===== src/rtl/uart_tx_unit.sv =====
// Buffered 8N1 UART transmitter: a small byte FIFO feeding a four-state serialiser.
// The line and frame_done are registered one cycle behind the FSM, so both stay glitch-free and aligned.
module uart_tx_unit #(
    parameter int unsigned CLKS_PER_BIT = 434,
    parameter int unsigned FIFO_DEPTH   = 8
) (
    input  logic       clk_50M,
    input  logic       reset,
    input  logic [7:0] tx_data,
    input  logic       tx_valid,
    output logic       tx_ready,
    output logic       tx,
    output logic       tx_busy,
    output logic       frame_done,
    output logic [4:0] fifo_count
);

    localparam int unsigned AW = (FIFO_DEPTH > 1) ? $clog2(FIFO_DEPTH) : 1;
    localparam int unsigned CW = (CLKS_PER_BIT > 1) ? $clog2(CLKS_PER_BIT) : 1;
    localparam logic [CW-1:0] BAUD_LAST = CW'(CLKS_PER_BIT - 1);
    localparam logic [4:0] DEPTH = 5'(FIFO_DEPTH);

    typedef enum logic [1:0] {
        IDLE,
        START,
        DATA,
        STOP
    } state_t;

    state_t state;
    state_t state_next;

    logic [7:0]    mem [FIFO_DEPTH];
    logic [AW-1:0] wr_ptr;
    logic [AW-1:0] rd_ptr;
    logic          push;
    logic          pop;
    logic          fifo_nonempty;

    logic [CW-1:0] baud;
    logic          bit_end;
    logic [2:0]    bit_idx;
    logic [7:0]    shreg;
    logic          tx_next;
    logic          done_next;

    // Byte buffer

    assign tx_ready      = (fifo_count != DEPTH);
    assign push          = tx_valid && tx_ready;
    assign fifo_nonempty = (fifo_count != '0);

    always_ff @(posedge clk_50M) begin
        if (push && !reset) begin
            mem[wr_ptr] <= tx_data;
        end
    end

    always_ff @(posedge clk_50M) begin
        if (reset) begin
            wr_ptr     <= '0;
            rd_ptr     <= '0;
            fifo_count <= '0;
        end else begin
            if (push) begin
                wr_ptr <= wr_ptr + 1'b1;
            end
            if (pop) begin
                rd_ptr <= rd_ptr + 1'b1;
            end
            case ({push, pop})
                2'b10:   fifo_count <= fifo_count + 5'd1;
                2'b01:   fifo_count <= fifo_count - 5'd1;
                default: fifo_count <= fifo_count;
            endcase
        end
    end

    // Serialiser FSM

    assign bit_end = (baud == BAUD_LAST);

    always_ff @(posedge clk_50M) begin
        if (reset) begin
            state <= IDLE;
        end else begin
            state <= state_next;
        end
    end

    always_comb begin
        state_next = state;
        case (state)
            IDLE: begin
                if (fifo_nonempty) begin
                    state_next = START;
                end
            end
            START: begin
                if (bit_end) begin
                    state_next = DATA;
                end
            end
            DATA: begin
                if (bit_end && (bit_idx == 3'd7)) begin
                    state_next = STOP;
                end
            end
            STOP: begin
                if (bit_end) begin
                    state_next = fifo_nonempty ? START : IDLE;
                end
            end
            default: state_next = IDLE;
        endcase
    end

    always_comb begin
        tx_next   = 1'b1;
        done_next = 1'b0;
        pop       = 1'b0;
        case (state)
            IDLE: begin
                pop = fifo_nonempty;
            end
            START: begin
                tx_next = 1'b0;
            end
            DATA: begin
                tx_next = shreg[0];
            end
            STOP: begin
                done_next = bit_end;
                pop       = bit_end && fifo_nonempty;
            end
            default: begin
                tx_next = 1'b1;
            end
        endcase
    end

    // Bit timing and shift register
    always_ff @(posedge clk_50M) begin
        if (reset) begin
            baud    <= '0;
            bit_idx <= '0;
            shreg   <= '0;
        end else begin
            if ((state == IDLE) || (state_next != state) || bit_end) begin
                baud <= '0;
            end else begin
                baud <= baud + 1'b1;
            end

            if (state != DATA) begin
                bit_idx <= '0;
            end else if (bit_end) begin
                bit_idx <= bit_idx + 3'd1;
            end

            if (pop) begin
                shreg <= mem[rd_ptr];
            end else if ((state == DATA) && bit_end) begin
                shreg <= {1'b0, shreg[7:1]};
            end
        end
    end

    always_ff @(posedge clk_50M) begin
        if (reset) begin
            tx         <= 1'b1;
            frame_done <= 1'b0;
        end else begin
            tx         <= tx_next;
            frame_done <= done_next;
        end
    end

    // frame_done covers the final stop-bit cycle that the line still carries after the FSM is back in IDLE
    assign tx_busy = (state != IDLE) || frame_done || fifo_nonempty;

endmodule


===== config.mk =====
export PLATFORM = sky130hd
export DESIGN_NAME = uart_tx_unit
export DESIGN_NICKNAME = d
export VERILOG_FILES = /design/src/rtl/uart_tx_unit.sv
export SDC_FILE = /design/constraint.sdc
export NUM_CORES = 1
export LEC_CHECK = 0
export ABC_CLOCK_PERIOD_IN_PS = 7350
export BUFFER_PORTS_ARGS = -buffer_cell sky130_fd_sc_hd__clkbuf_2
export CAP_MARGIN = 20
export CORE_ASPECT_RATIO = 1.2
export CORE_MARGIN = 8
export CORE_UTILIZATION = 25
export DETAILED_ROUTE_END_ITERATION = 10
export GPL_ROUTABILITY_DRIVEN = 0
export PLACE_DENSITY_LB_ADDON = 0.2
export SLEW_MARGIN = 20
export SYNTH_ARGS = -nofsm -noshare
export SYNTH_HDL_FRONTEND = slang
export SYNTH_SLANG_ARGS = --single-unit

===== constraint.sdc =====
create_clock -name clk_50M -period 7.35 [get_ports clk_50M]
set_input_delay 1.1025 -clock clk_50M [delete_from_list [all_inputs] [get_ports clk_50M]]
set_output_delay 1.1025 -clock clk_50M [all_outputs]
set_load 0.02 [all_outputs]

==> summary.md, run 1 <==
| Metric | Value |
|---|---|
| Most frequent cells in the layout | `edfxtp_1 (64), dfxtp_1 (38), nor2_1 (33)` |
| Unique cell type count in the Yosys netlist | `41` |
| Worst slew pin tran | `1.02 ns` |
| Pins over their slew limit | `0` |
| Largest family of logic cells by synthesized area | `multiplexers` |
| Hold Slack | `0.470 ns` |
| Final WL | `8320 um` |
| Final worst slack | `3.27 ns` |
| Mux share of post-synthesis cell area | `12.5%` |
| Synth Instances | `303` |
| Clock transition at path regs | `0.07 ns` |
| Core area | `16800 um^2` |
| Number of H-tree levels | `3` |
| Simple-gate share of the synthesized area | `9.82%` |
| Seq/Total Area, Yosys | `63.0%` |
| Total CTS buffers | `9` |
| CP Data Arrival Time | `4.32 ns` |
| Clk_skew | `0.00956 ns` |
| Ratio of cells with drive above 1 in the final layout | `18.2%` |
| Required time of the critical path | `7.59 ns` |
| Die Ht | `159 um` |
| Final clock period utilization by the worst path | `55.5%` |
| Fillers | `1688` |
| Leak pwr | `1.65 nW` |
| Slew HR | `31.6%` |
| Setup TNS | `0 ns` |
| Post-Syn Area per Cell | `14.0 um^2` |
| Worst setup EP type | `register` |
| Detailed-route wire length per cell | `15.2 um` |
| Routed Antenna Nets | `0` |
| Synth Area in XOR/XNOR | `2.67%` |
| Clock sinks | `102` |
| Clock Latency Late Sink | `0.35 ns` |
| WS Path Type | `reg2reg` |
| Synth Area in Adders | `4.88%` |
| DRC | `0` |
| Max VDD drop | `0.121 mV` |
| Setup bufs post-CTS | `0` |
| IO Count | `20` |
| Vias/cell | `4.38` |
| Syn Nets | `330` |
| First-pass detailed-route iteration total | `4` |
| Final setup vio count | `0` |
| Antenna cells | `0` |
| Clock Path Buffers | `2` |
| Min Tclk post-route | `4.08 ns` |
| Die area | `21500 um^2` |
| Hold Violations, Final | `0` |
| IO buf count | `19` |
| Commonest non-fill, non-tap cell in the layout | `edfxtp_1` |
| Setup WS pre-CTS | `3.28 ns` |
| Final nets | `352` |
| P&R area growth vs syn | `14.8%` |
| Synth Area in Compound Gates | `5.29%` |
| Vias in the first global route | `2469` |
| Die width | `135 um` |
| CP startpoint kind | `register` |
| Clock tree from TritonCTS | `built` |
| Grt total ovfl | `0` |
| Largest net degree at the start of global routing | `25` |
| Status | `finished clean` |
| # hold bufs at CTS | `0` |
| CP max FO | `9` |
| Routed via count | `2391` |
| # rows | `52` |
| F_max | `0.245 GHz` |
| Hold Crit Class | `reg2reg` |
| Total GRT Usage | `8.16%` |
| First-pass GRT wire length | `13400 um` |
| Max_cap viols | `0` |
| Initial antenna violation count | `0` |
| CTS-repair resized insts | `0` |
| Synthesized area | `4260 um^2` |
| Post-DP HPWL | `5410 um` |
| Yosys reg bits | `102` |
| RSZ-0062 raised after global routing | `no` |
| Power Density | `308 nW/um^2` |
| Ys Warns | `0` |
| Initial Utilization | `25.4%` |
| Starting DRC count in detailed routing | `123` |
| Root buf cell | `clkbuf_16` |
synthesized netlist by cell type, drive strengths merged:
master,n,area [um^2]
xor2,7,61.3
nor3,5,25.0
o31ai,1,7.51
nor3b,1,7.51
nand2b,7,46.3
a21bo,1,10.0
dfxtp,38,761
a211oi,1,7.51
nand3b,2,15.0
buf,4,17.5
nand4,1,6.26
and4,1,8.76
nand3,7,35.0
mux4,16,360
mux2i,16,160
o21ai,6,30.0
or3b,1,8.76
nand2,13,48.8
fa,1,20.0
or4,4,30.0
nor4,1,6.26
a21oi,13,65.1
edfxtp,64,1920
nor2b,4,25.0
o22ai,7,43.8
a2111oi,1,27.5
or3,2,12.5
o311ai,1,8.76
or2,3,18.8
nor2,33,124
inv,10,37.5
clkbuf,6,22.5
a21o,1,7.51
a311oi,2,17.5
xnor2,6,52.6
mux2,1,11.3
ha,15,188
power by group:
part / switching (mW) / internal, mW / total [mW]
clock: 0.216 / 0.232 / 0.448
combinational: 0.195 / 0.150 / 0.345
sequential: 0.0472 / 0.663 / 0.710
flip-flops by register name, summed over array words and instances (netlist names), named ones only:
signal,cells
baud,9
state,2
wr_ptr,3
fifo_count,5
tx,1
shreg,8
rd_ptr,3
bit_idx,3
frame_done,1
mem,64
worst max-delay path: stages, from the launching register on:
cell,delay (ns)
dfxtp_1,0.35
or2_1,0.25
or4_1,0.70
a2111oi_4,0.71
ha_1,0.34
inv_1,0.09
fa_1,0.38
nor2b_1,0.19
o21ai_0,0.14
nand3_1,0.10
or3b_2,0.45
mux2_2,0.27
worst paths after layout:
| check | from | end | slack, ns | cells after the start |
|---|---|---|---|---|
| max | baud[2] | fifo_count[4] | 3.27 | 11 |
| min | bit_idx[1] | bit_idx[1] | 0.47 | 2 |
| max reg2reg | baud[2] | fifo_count[4] | 3.27 | 11 |
| min reg2reg | bit_idx[1] | bit_idx[1] | 0.47 | 2 |
per-stage QoR:
step / utilization, % / instances / area (um^2) / total power, mW
2_1_floorplan: - / 303 / 4260 / 0.979
6_report: 29.1 / 546 / 4880 / 1.50
5_1_grt: 29.1 / 546 / 4880 / 1.59
3_5_place_dp: 27.4 / 530 / 4610 / 1.07
4_1_cts: 29.1 / 546 / 4880 / 1.52
3_3_place_gp: 27.4 / 530 / 4610 / 1.07
layout make-up:
cell class	instances	area (um^2)	share of cell area, %
repair buffers	21	110	2.25
well taps	216	270	5.53
clock buffers	10	229	4.69
flip-flops and latches	102	2680	54.9
inverters	10	37.5	0.768
clock inverters	6	48.8	0.999
multi-input cells	181	1510	30.8
logic make-up (layout without fill, tap and decap cells):
group,Yosys count,in the layout
buffers and inverters,20,47
DFF,102,102
and+or+nand+nor,85,85
AOI/OAI and AO/OA,34,34
adders and majority gates,16,16
xor gates and xnor gates,13,13
muxes,33,33
per-layer routing:
layer | routed length [um] | GRT usage, % | up-vias
li1 | - | - | 1172
met1 | 3760 | 9.78 | 1172
met2 | 4150 | 13.2 | 34
met3 | 213 | 1.80 | 13
met4 | 193 | 4.55 | 0
met5 | 0 | 0 | -
Note: power is estimated with default switching activity, not from simulation.
==> inputs of run 2 (changes only) <==
--- a/config.mk
+++ b/config.mk
@@ -5,7 +5,7 @@
 export SDC_FILE = /design/constraint.sdc
 export NUM_CORES = 1
 export LEC_CHECK = 0
-export ABC_CLOCK_PERIOD_IN_PS = 7350
+export ABC_CLOCK_PERIOD_IN_PS = 3600
 export BUFFER_PORTS_ARGS = -buffer_cell sky130_fd_sc_hd__clkbuf_2
 export CAP_MARGIN = 20
 export CORE_ASPECT_RATIO = 1.2
==> constraint.sdc (replaced) <==
create_clock -name clk_50M -period 3.6 [get_ports clk_50M]
set_input_delay 0.54 -clock clk_50M [delete_from_list [all_inputs] [get_ports clk_50M]]
set_output_delay 0.54 -clock clk_50M [all_outputs]
set_load 0.02 [all_outputs]
==> summary.md, run 2 (synthesis gave the netlist of run 1 again) <==
| Metric | Value |
|---|---|
| Min-delay src | `baud[0]` |
| Routed via count | `2466` |
| Slew HR | `33.7%` |
| Reg-to-Reg Start | `baud[2]` |
| Core area | `16800 um^2` |
| Required time of the critical path | `3.84 ns` |
| Largest net degree at the start of global routing | `25` |
| Power Density | `643 nW/um^2` |
| Final cell count without fillers | `558` |
| Reg-to-Reg End | `fifo_count[4]` |
| Final setup vio count | `0` |
| Clock tree from TritonCTS | `built` |
| Die area | `21500 um^2` |
| DRC | `0` |
| Dpl cells | `540` |
| Final core occ | `29.9%` |
| CP max FO | `5` |
| Antenna cells | `0` |
| IO Count | `20` |
| Combinational Power Share | `23.3%` |
| Setup TNS | `0 ns` |
| Starting DRC count in detailed routing | `126` |
| R2r setup slk | `0.17 ns` |
| Internal | `2.25 mW` |
| Root buf cell | `clkbuf_16` |
| Initial antenna violation count | `0` |
| Initial Utilization | `25.4%` |
| Clock transition at path regs | `0.08 ns` |
| Final nets | `364` |
| Worst slew pin tran | `0.985 ns` |
| Die Ht | `159 um` |
| Ratio of cells with drive above 1 in the final layout | `22.2%` |
| Grt total ovfl | `0` |
| Hold Violations, Final | `0` |
| Hold Crit Class | `reg2reg` |
| Max_cap viols | `0` |
| Vias/cell | `4.42` |
| Most flop-heavy register | `mem` |
| First-pass detailed-route iteration total | `4` |
| Hold path endpoint | `baud[0]` |
| Most frequent cells in the layout | `edfxtp_1 (64), dfxtp_1 (37), nor2_1 (33)` |
| Hold Slack | `0.458 ns` |
| Sw power | `0.972 mW` |
| Worst Hold Path Cells | `1` |
| R2R cell count | `11` |
| Min Tclk post-route | `3.43 ns` |
| Total GRT Usage | `8.20%` |
| Seq pwr share | `45.0%` |
| Routed Antenna Nets | `0` |
| Max VDD drop | `0.352 mV` |
| RSZ-0062 raised after global routing | `no` |
| Clock Path Buffers | `2` |
| WS Path Type | `reg2reg` |
| Largest register FFs | `64` |
| Die width | `135 um` |
| Commonest non-fill, non-tap cell in the layout | `edfxtp_1` |
| Total chip power | `3.22 mW` |
| CP Data Arrival Time | `3.67 ns` |
| Final WL | `8450 um` |
| Worst setup EP type | `register` |
| Top Registers | `mem (64), baud (9), shreg (8)` |
| Status | `finished clean` |
| First-pass GRT wire length | `13400 um` |
| Clock power share | `31.8%` |
| Final clock period utilization by the worst path | `95.1%` |
| CP startpoint kind | `register` |
| Pins over their slew limit | `0` |
| Clock Latency Late Sink | `0.35 ns` |
| Vias in the first global route | `2505` |
| Switching share of power | `30.2%` |
| Total CTS buffers | `9` |
| P&R area growth vs syn | `17.8%` |
| # rows | `52` |
| Number of H-tree levels | `3` |
| Detailed-route wire length per cell | `15.1 um` |
| Leak pwr | `1.74 nW` |
| Clk_skew | `0.0100 ns` |
| Post-DP HPWL | `5490 um` |
| F_max | `0.292 GHz` |
| Clock sinks | `102` |
| IO buf count | `19` |
[run 2: changes by cell type in the layout (fill, tap and decap cells not counted), sizes merged]
cell / before / now
clkbuf: 29 / 28
buf: 2 / 14
clkinv: 3 / 1
bufinv: 0 / 1
inv: 10 / 14
clkinvlp: 3 / 1
[run 2: power groups by stage]
stage,registers (mW),clock network (mW),logic [mW]
after floorplan,1.46,0,0.539
after global placement,1.47,0,0.739
after detailed placement,1.48,0,0.745
after CTS,1.45,1.06,0.749
after global routing,1.47,1.10,0.835
final,1.45,1.02,0.750
[run 2: how the worst max path moves through the flow]
stage / start / end / slack [ns] / cells after the start
after global routing: baud[2] / fifo_count[4] / 0.01 / 11
after detailed placement: baud[2] / fifo_count[4] / 0.14 / 11
after global placement: baud[2] / fifo_count[4] / 0.21 / 11
after CTS: baud[0] / fifo_count[4] / 0.12 / 12
after floorplan: baud[2] / fifo_count[4] / 0.01 / 12
final: baud[2] / fifo_count[4] / 0.17 / 11
[run 2: metal layers]
metal,global-route usage [%],part of all wire (%)
met1,10.2,47
met2,12.9,48
met3,2.05,3.1
met4,4.10,1.8
met5,0,0
[run 2: repair_timing]
action	CTS	global route
hold buffers	0	0
endpoints found under the setup margin	0	1
gates resized for setup	0	4
setup buffers	0	2
endpoints found under the hold margin	0	0
[run 2: cell type report]
cell class | instances | area [um^2]
Fill cell | 1714 | 11800
Inverter | 10 | 37.5
Clock buffer | 9 | 225
Timing Repair Buffer | 33 | 200
Sequential cell | 102 | 2680
Multi-Input combinational cell | 181 | 1510
Clock inverter | 7 | 88.8
Tap cell | 216 | 270
[run 2: critical path: stages (launching register included)]
cell	delay, ns
dfxtp_1	0.35
or2_1	0.25
or4_4	0.54
a2111oi_4	0.39
ha_2	0.28
buf_4	0.11
ha_1	0.24
nor2b_2	0.18
o21ai_1	0.17
a21oi_1	0.09
or3b_2	0.45
mux2_2	0.28
[run 2: per-stage QoR]
step	cell area (um^2)	setup slack, ns
floorplan	4260	0.0119
global placement	4670	0.214
detailed placement	4670	0.141
CTS	4990	0.117
global route	5010	0.0110
finish	5010	0.175
==> inputs of run 3 (changes only) <==
--- a/config.mk
+++ b/config.mk
@@ -7,8 +7,8 @@
 export LEC_CHECK = 0
 export ABC_CLOCK_PERIOD_IN_PS = 3600
 export BUFFER_PORTS_ARGS = -buffer_cell sky130_fd_sc_hd__clkbuf_2
-export CAP_MARGIN = 20
-export CORE_ASPECT_RATIO = 1.2
+export CAP_MARGIN = 30
+export CORE_ASPECT_RATIO = 0.75
 export CORE_MARGIN = 8
 export CORE_UTILIZATION = 25
 export DETAILED_ROUTE_END_ITERATION = 10
==> summary.md, run 3 (synthesis gave the netlist of run 1 again) <==
| Metric | Value |
|---|---|
| CP Data Arrival Time | `3.67 ns` |
| Detailed-route wire length per cell | `15.2 um` |
| Final setup vio count | `0` |
| Sw power | `0.987 mW` |
| Die area | `21500 um^2` |
| Routed Antenna Nets | `0` |
| Fillers | `1680` |
| Post-DP HPWL | `5770 um` |
| Vias/cell | `4.32` |
| Most frequent cells in the layout | `edfxtp_1 (64), dfxtp_1 (37), nor2_1 (33)` |
| DRC | `0` |
| F_max | `0.292 GHz` |
| Top Registers | `mem (64), baud (9), shreg (8)` |
| Commonest non-fill, non-tap cell in the layout | `edfxtp_1` |
| Routed via count | `2413` |
| Max_cap viols | `0` |
| Worst setup EP type | `register` |
| Die width | `167 um` |
| Setup TNS | `0 ns` |
| Required time of the critical path | `3.84 ns` |
| Number of H-tree levels | `3` |
| Leak pwr | `1.74 nW` |
| Root buf cell | `clkbuf_16` |
| Combinational Power Share | `23.3%` |
| Most flop-heavy register | `mem` |
| Final WL | `8500 um` |
| Clock Path Buffers | `2` |
| Clock tree from TritonCTS | `built` |
| Hold Crit Class | `reg2reg` |
| WS Path Type | `reg2reg` |
| Power Density | `634 nW/um^2` |
| First-pass detailed-route iteration total | `4` |
| First-pass GRT wire length | `13800 um` |
| Largest register FFs | `64` |
| Status | `finished clean` |
| IO Count | `20` |
| Vias in the first global route | `2438` |
| Clock transition at path regs | `0.07 ns` |
| Internal | `2.19 mW` |
| Die Ht | `129 um` |
| Ratio of cells with drive above 1 in the final layout | `22.2%` |
| Dpl cells | `540` |
| IO buf count | `19` |
| Clock sinks | `102` |
| Largest net degree at the start of global routing | `24` |
| Initial Utilization | `25.5%` |
| Slew HR | `47.5%` |
| Final clock period utilization by the worst path | `95.1%` |
| # rows | `41` |
| Max VDD drop | `0.237 mV` |
| Seq pwr share | `46.0%` |
| P&R area growth vs syn | `17.8%` |
| Total GRT Usage | `8.46%` |
| Pins over their slew limit | `0` |
| Hold Violations, Final | `0` |
| Starting DRC count in detailed routing | `89` |
| Clock power share | `30.8%` |
| Clock Latency Late Sink | `0.35 ns` |
| Final cell count without fillers | `558` |
| Core area | `16700 um^2` |
| CP startpoint kind | `register` |
| Switching share of power | `31.0%` |
| # hold bufs at CTS | `0` |
| Antenna cells | `0` |
| Worst slew pin tran | `0.787 ns` |
| Total CTS buffers | `9` |
| Grt total ovfl | `0` |
| CP max FO | `5` |
| Min Tclk post-route | `3.42 ns` |
| Final nets | `365` |
| Clk_skew | `0.00906 ns` |
| Initial antenna violation count | `0` |
## run 3: worst paths after layout
kind	startpoint	endpoint	slack, ns	cells after the start
setup reg to reg	baud[2]	fifo_count[4]	0.18	11
hold / removal	bit_idx[1]	bit_idx[1]	0.46	2
setup / recovery	baud[2]	fifo_count[4]	0.18	11
hold reg to reg	bit_idx[1]	bit_idx[1]	0.46	2
## run 3: area by class of cell
cell class / instances / area [um^2] / area share (%)
Tap cell: 215 / 269 / 5.37
Multi-Input combinational cell: 181 / 1510 / 30.0
Clock inverter: 7 / 86.3 / 1.72
Timing Repair Buffer: 34 / 205 / 4.09
Inverter: 10 / 37.5 / 0.749
Sequential cell: 102 / 2680 / 53.5
Clock buffer: 9 / 225 / 4.49
## run 3: power by group through the flow
| stage | combinational (mW) | sequential, mW | clock (mW) |
|---|---|---|---|
| global route | 0.823 | 1.48 | 1.06 |
| CTS | 0.743 | 1.47 | 1.01 |
| detailed placement | 0.739 | 1.49 | 0 |
| global placement | 0.739 | 1.49 | 0 |
| finish | 0.739 | 1.46 | 0.978 |
| floorplan | 0.539 | 1.46 | 0 |
## run 3: per-layer routing
| layer | track usage (%) | up-vias | routed length (um) |
|---|---|---|---|
| met5 | 0 | - | 0 |
| met4 | 3.80 | 0 | 141 |
| met3 | 2.29 | 8 | 195 |
| met2 | 13.5 | 18 | 3930 |
| met1 | 10.6 | 1183 | 4230 |
| li1 | - | 1204 | - |
## run 3: per-stage QoR
step                setup slack, ns  hold slack, ns  utilization [%]  power, mW  cell area, um^2
finish                        0.178           0.464             30.0       3.18             5010
CTS                           0.100           0.458             29.8       3.22             4990
detailed placement            0.103           0.460             28.0       2.23             4680
floorplan                    0.0119           0.440                -       2.00             4260
global route                -0.0175           0.469             30.0       3.36             5010
global placement              0.212           0.449             27.9       2.23             4670
## run 3: worst max-delay path: stages, from the launching register on
cell and delay [ns]:
dfxtp_1 0.35, or2_1 0.25, or4_4 0.55, a2111oi_4 0.40, ha_2 0.26, inv_1 0.08, fa_1 0.39, nor2b_2 0.14
o21ai_1 0.09, nand3_1 0.09, or3b_2 0.44, mux2_2 0.27
## run 3: timing repair
action                     in CTS  in global routing
buffers inserted                0                  1
setup endpoints to repair       0                  1
resized for setup               0                  3
